### src/rtl/int_pkg.sv
// Shared types and defaults for the interrupt arbiter: FSM encoding and vector layout.
// Pure declarations; no logic, no latency.
package int_pkg;

  typedef enum logic [1:0] {
    ST_IDLE = 2'd0,
    ST_REQ  = 2'd1,
    ST_CLR  = 2'd2
  } state_t;

  localparam logic [31:0] VEC_BASE_DEF   = 32'h0000_0800;
  localparam logic [31:0] VEC_STRIDE_DEF = 32'h0000_0010;

  // Handler address for a source id; wraps at 32 bits.
  function automatic logic [31:0] vec_of(input logic [31:0] base,
                                         input logic [31:0] stride,
                                         input logic [31:0] id);
    return base + (stride * id);
  endfunction

endpackage

### src/rtl/int_priority_enc.sv
// Lowest-index-first finder over an N-bit vector, returning {vld, id}.
// Purely combinational; no backpressure.
module int_priority_enc #(
  parameter int N = 4,
  parameter int W = 2
) (
  input  logic [N-1:0] req_vec,
  output logic         vld,
  output logic [W-1:0] id
);

  always_comb begin
    vld = |req_vec;
    id  = '0;
    // Walk downwards so the lowest set index is the last write.
    for (int i = N - 1; i >= 0; i--) begin
      if (req_vec[i]) id = W'(i);
    end
  end

endmodule

### src/rtl/interrupt_arbiter.sv
// Masks and prioritises sampler flags, raises one registered irq (1 cycle after eligible),
// tracks nested in-service sources and pulses a one-hot clear one cycle after int_ack.
module interrupt_arbiter
  import int_pkg::*;
#(
  parameter int          NUM_SRC    = 4,
  parameter int          ID_W       = 2,
  parameter logic [31:0] VEC_BASE   = VEC_BASE_DEF,
  parameter logic [31:0] VEC_STRIDE = VEC_STRIDE_DEF
) (
  input  logic               clk,
  input  logic               rst,
  input  logic [NUM_SRC-1:0] src_ind,
  output logic [NUM_SRC-1:0] src_clr,
  input  logic               mask_we,
  input  logic [NUM_SRC-1:0] mask_wdata,
  output logic [NUM_SRC-1:0] mask,
  input  logic               gie,
  output logic               irq,
  output logic [ID_W-1:0]    irq_id,
  output logic [31:0]        irq_vec,
  input  logic               int_ack,
  input  logic               eret,
  output logic [NUM_SRC-1:0] in_service
);

  state_t             state_q, state_d;
  logic               irq_q, irq_d;
  logic [ID_W-1:0]    irq_id_q, irq_id_d;
  logic [31:0]        irq_vec_q, irq_vec_d;
  logic [NUM_SRC-1:0] src_clr_q, src_clr_d;
  logic [NUM_SRC-1:0] mask_q, mask_d;
  logic [NUM_SRC-1:0] in_service_q, in_service_d;

  logic [NUM_SRC-1:0] cand;
  logic [NUM_SRC-1:0] prio_allow;
  logic [NUM_SRC-1:0] eligible;
  logic               elig_vld;
  logic [ID_W-1:0]    elig_id;
  logic               isv_vld;
  logic [ID_W-1:0]    isv_id;
  logic [NUM_SRC-1:0] eret_clr;
  logic [NUM_SRC-1:0] ack_set;
  logic               keep_req;

  int_priority_enc #(.N(NUM_SRC), .W(ID_W)) u_isv_enc (
    .req_vec (in_service_q),
    .vld     (isv_vld),
    .id      (isv_id)
  );

  int_priority_enc #(.N(NUM_SRC), .W(ID_W)) u_elig_enc (
    .req_vec (eligible),
    .vld     (elig_vld),
    .id      (elig_id)
  );

  // Only sources of strictly higher priority than the active handler may nest.
  always_comb begin
    prio_allow = '1;
    if (isv_vld) begin
      for (int i = 0; i < NUM_SRC; i++) begin
        prio_allow[i] = (ID_W'(i) < isv_id);
      end
    end
  end

  assign cand     = src_ind & mask_q & ~in_service_q;
  assign eligible = cand & prio_allow;
  assign keep_req = gie & mask_q[irq_id_q] & src_ind[irq_id_q];

  always_comb begin
    state_d   = state_q;
    irq_d     = irq_q;
    irq_id_d  = irq_id_q;
    irq_vec_d = irq_vec_q;
    src_clr_d = '0;
    mask_d    = mask_we ? mask_wdata : mask_q;
    eret_clr  = '0;
    ack_set   = '0;

    if (eret && isv_vld) eret_clr = NUM_SRC'(1) << isv_id;

    case (state_q)
      ST_IDLE: begin
        irq_d = 1'b0;
        if (gie && elig_vld) begin
          irq_d     = 1'b1;
          irq_id_d  = elig_id;
          irq_vec_d = vec_of(VEC_BASE, VEC_STRIDE, 32'(elig_id));
          state_d   = ST_REQ;
        end
      end
      ST_REQ: begin
        if (int_ack) begin
          ack_set   = NUM_SRC'(1) << irq_id_q;
          src_clr_d = NUM_SRC'(1) << irq_id_q;
          irq_d     = 1'b0;
          state_d   = ST_CLR;
        end else if (!keep_req) begin
          irq_d   = 1'b0;
          state_d = ST_IDLE;
        end
      end
      ST_CLR: begin
        irq_d   = 1'b0;
        state_d = ST_IDLE;
      end
      default: begin
        irq_d   = 1'b0;
        state_d = ST_IDLE;
      end
    endcase

    // An eret in the same cycle as an ack retires the old handler before the new one enters.
    in_service_d = (in_service_q & ~eret_clr) | ack_set;
  end

  always_ff @(posedge clk) begin
    if (rst) begin
      state_q      <= ST_IDLE;
      irq_q        <= 1'b0;
      irq_id_q     <= '0;
      irq_vec_q    <= VEC_BASE;
      src_clr_q    <= '0;
      mask_q       <= '1;
      in_service_q <= '0;
    end else begin
      state_q      <= state_d;
      irq_q        <= irq_d;
      irq_id_q     <= irq_id_d;
      irq_vec_q    <= irq_vec_d;
      src_clr_q    <= src_clr_d;
      mask_q       <= mask_d;
      in_service_q <= in_service_d;
    end
  end

  assign irq        = irq_q;
  assign irq_id     = irq_id_q;
  assign irq_vec    = irq_vec_q;
  assign src_clr    = src_clr_q;
  assign mask       = mask_q;
  assign in_service = in_service_q;

endmodule
### config.mk
export PLATFORM = sky130hd
export DESIGN_NAME = interrupt_arbiter
export DESIGN_NICKNAME = d
export VERILOG_FILES = /design/src/rtl/int_pkg.sv /design/src/rtl/int_priority_enc.sv /design/src/rtl/interrupt_arbiter.sv
export SDC_FILE = /design/constraint.sdc
export NUM_CORES = 1
export LEC_CHECK = 0
export BUFFER_PORTS_ARGS = -buffer_cell sky130_fd_sc_hd__buf_2
export CAP_MARGIN = 20
export CORE_MARGIN = 4
export CORE_UTILIZATION = 42
export CTS_CLUSTER_DIAMETER = 150
export DETAILED_ROUTE_END_ITERATION = 6
export PLACE_DENSITY = 0.83
export SYNTH_ARGS = -nofsm -noshare
export SYNTH_HDL_FRONTEND = slang
export SYNTH_SLANG_ARGS = --single-unit
### constraint.sdc
create_clock -name clk -period 1.4 [get_ports clk]
set_input_delay 0.21 -clock clk [delete_from_list [all_inputs] [get_ports clk]]
set_output_delay 0.21 -clock clk [all_outputs]
set_load 0.005 [all_outputs]
==> results.py <==
metrics = {
    "status": {
        "status": "finished, final reports clean",
    },
    "floorplanning": {
        "die_w_um": 56.2,
        "row_count": 17,
        "core_area_sq_um": 2210,
        "initial_core_util_pct": 44.1,
        "die_area_sq_um": 3160,
        "io_pins": 61,
        "die_height_um": 56.2,
    },
    "setup_path": {
        "path_max_fanout": 4,
        "endpoint_kind": "register",
        "cp.arrival_ns": 1.50,
        "startpoint_type": "register",
        "cp.required_ns": 1.61,
        "criticalPathCategory": "register to register",
        "crit_path_top_delay_cell": "dfxtp_1",
        "r2r_cells": 4,
        "max_stage_delay_ns": 0.45,
        "worstPathCellList": "nor2_1 > a22o_1 > o21ai_2 > mux2i_1",
    },
    "cts": {
        "cts_tree": "yes",
        "path_clk_slew_ns": 0.10,
        "cts.sinks": 17,
        "cts_hold_buf": 0,
        "cts_root_buf": "clkbuf_4",
        "clk_path_buf_depth": 2,
        "cts.htree.levels": 1,
        "cts_resized": 0,
        "post_cts_buffers": 0,
        "clk_latency_ns": 0.29,
        "numCtsBuffers": 3,
    },
    "min_path": {
        "hold_class": "primary input to register",
        "hold_depth": 3,
    },
    "route": {
        "vias_per_cell": 4.35,
        "finalWirelength_mm": 1.86,
        "drt.antenna.violating_nets": 0,
        "drt-pass1-iter-count": 4,
        "drt-initial-drc-count": 4,
        "drc_errors": 0,
        "vias": 714,
        "wl_per_cell_um": 11.3,
    },
    "sta": {
        "hold_violations": 0,
        "finalCritPeriodShare_pct": 92.0,
        "fin_ws_ns": 0.113,
        "setup_viol": 0,
        "finalCriticalPeriod_ns": 1.29,
        "timing.setup.tns_ns": 0,
        "clock_skew_ns": 0.00601,
        "fmax_mhz": 777,
        "rsz0062_at_grt": "no",
        "slew_viol_final": 0,
    },
    "grt": {
        "grt_overflow_total": 0,
        "grt_pass1_vias": 668,
        "track_usage_pct": 11.0,
        "antenna_found_initial": 0,
        "grt_max_degree": 11,
        "grt_pass1_wl_mm": 2.84,
    },
    "pwr": {
        "power_density_nw_per_um2": 897,
        "vdd_drop_max_uv": 479,
        "p_leak_nw": 0.562,
    },
    "logic_synthesis": {
        "synth-seq-cells": 17,
        "synth_compound_area_share_pct": 11.7,
        "synth_fa_ha_area_share_pct": 0,
        "synth.distinct_cells": 31,
        "yosys_warnings": 0,
        "synth_xor_area_share_pct": 0,
        "syn_avg_cell_area_sq_um": 9.29,
        "yosysSeqAreaShare_pct": 34.9,
        "synthMuxAreaShare_pct": 7.44,
        "synthCells": 105,
        "syn_area_sq_um": 976,
        "synth_top_family_by_area": "buffers and inverters",
        "synthSimpleGateAreaFrac_pct": 17.9,
    },
    "layout": {
        "fin_nets": 151,
        "antenna_cells": 0,
        "area_growth_pct": 9.49,
        "final_cell_mix": "conb_1, buf_2, dfxtp_1",
        "final_layout_size_suffix_gt1_share_pct": 36.8,
        "final_cell_area_sq_um": 1070,
    },
    "place": {
        "dp_hpwl_mm": 1.54,
        "place.gp.congestion": 0.822,
        "dpl_cell_area_sq_um": 1030,
        "dp_slack_ns": 0.0786,
        "portBuffers": 30,
    },
    "run": {
        "maxCapViolCount": 0,
    },
}
-- routing by layer --
layer,up-vias,share of wire (%),track usage (%)
met2,35,50,18.2
met5,-,0,0
met3,0,9.5,4.18
met4,0,0,3.05
met1,330,41,13.3
li1,349,-,-
-- registers in the layout, summed over array words and instances, names as in the netlist --
signal and flops:
state_q 2, src_clr 4, irq_id 2, irq 1
in_service 4, mask 4
-- power breakdown --
group / internal (mW) / switching (mW) / total (mW)
clock network: 0.106 / 0.154 / 0.260
logic: 0.0812 / 0.0935 / 0.175
registers: 0.504 / 0.0197 / 0.524
-- cells by family (layout without fill, tap and decap cells) --
family	Yosys count	after routing
multiplexers	6	6
other	2	30
flip-flops	17	17
AND/OR/NAND/NOR	30	30
AO/OA/AOI/OAI	13	13
buffers and inverters	37	40
-- cell usage after synthesis, drive strengths merged --
cell type	n	area, sq um
a2111oi	1	27.5
a211oi	1	12.5
a21o	1	7.51
a21oi	3	15.0
a22o	1	8.76
a31o	1	8.76
and2	4	28.8
and3	2	17.5
buf	33	251
clkbuf	1	3.75
conb	2	7.51
dfxtp	17	340
inv	3	11.3
mux2i	5	50.1
mux4	1	22.5
nand2	9	33.8
nand3	2	10.0
nand3b	2	27.5
nand4	1	6.26
nor2	5	18.8
nor2b	2	12.5
nor3	1	5.00
nor3b	2	15.0
o211ai	2	15.0
o21ai	3	18.8
-- layout make-up --
type                            count  area [sq um]
Clock buffer                        3          22.5
Clock inverter                      1          5.00
Sequential cell                    17           343
Multi-Input combinational cell     79           479
Fill cell                         227          1140
Inverter                            3          11.3
Timing Repair Buffer               33           173
Tap cell                           28          35.0
-- stage by stage --
stage / std cells / hold WS [ns] / power, mW / utilization (%)
2_1_floorplan: 133 / 0.275 / 0.705 / -
3_3_place_gp: 160 / 0.425 / 0.699 / 46.7
3_5_place_dp: 160 / 0.433 / 0.706 / 46.7
4_1_cts: 164 / 0.132 / 0.962 / 48.0
5_1_grt: 164 / 0.149 / 1.01 / 48.3
6_report: 164 / 0.139 / 0.959 / 48.3
-- path summary, 6_finish.rpt --
check | from | to | slack [ns]
max reg2reg | in_service[1] | irq_id[0] | 0.11
min | mask_wdata[0] | mask[0] | 0.14
max | in_service[1] | irq_id[0] | 0.11
min reg2reg | irq | irq | 0.48
-- worst max-delay path, delay by kind of cell, from the launching register on --
kind,cells,cell delay [ns]
AOI/OAI and AO/OA,2,0.42
DFF,1,0.45
muxes,1,0.24
and+or+nand+nor,1,0.10
No activity file was read; power rests on OpenSTA's default activity.
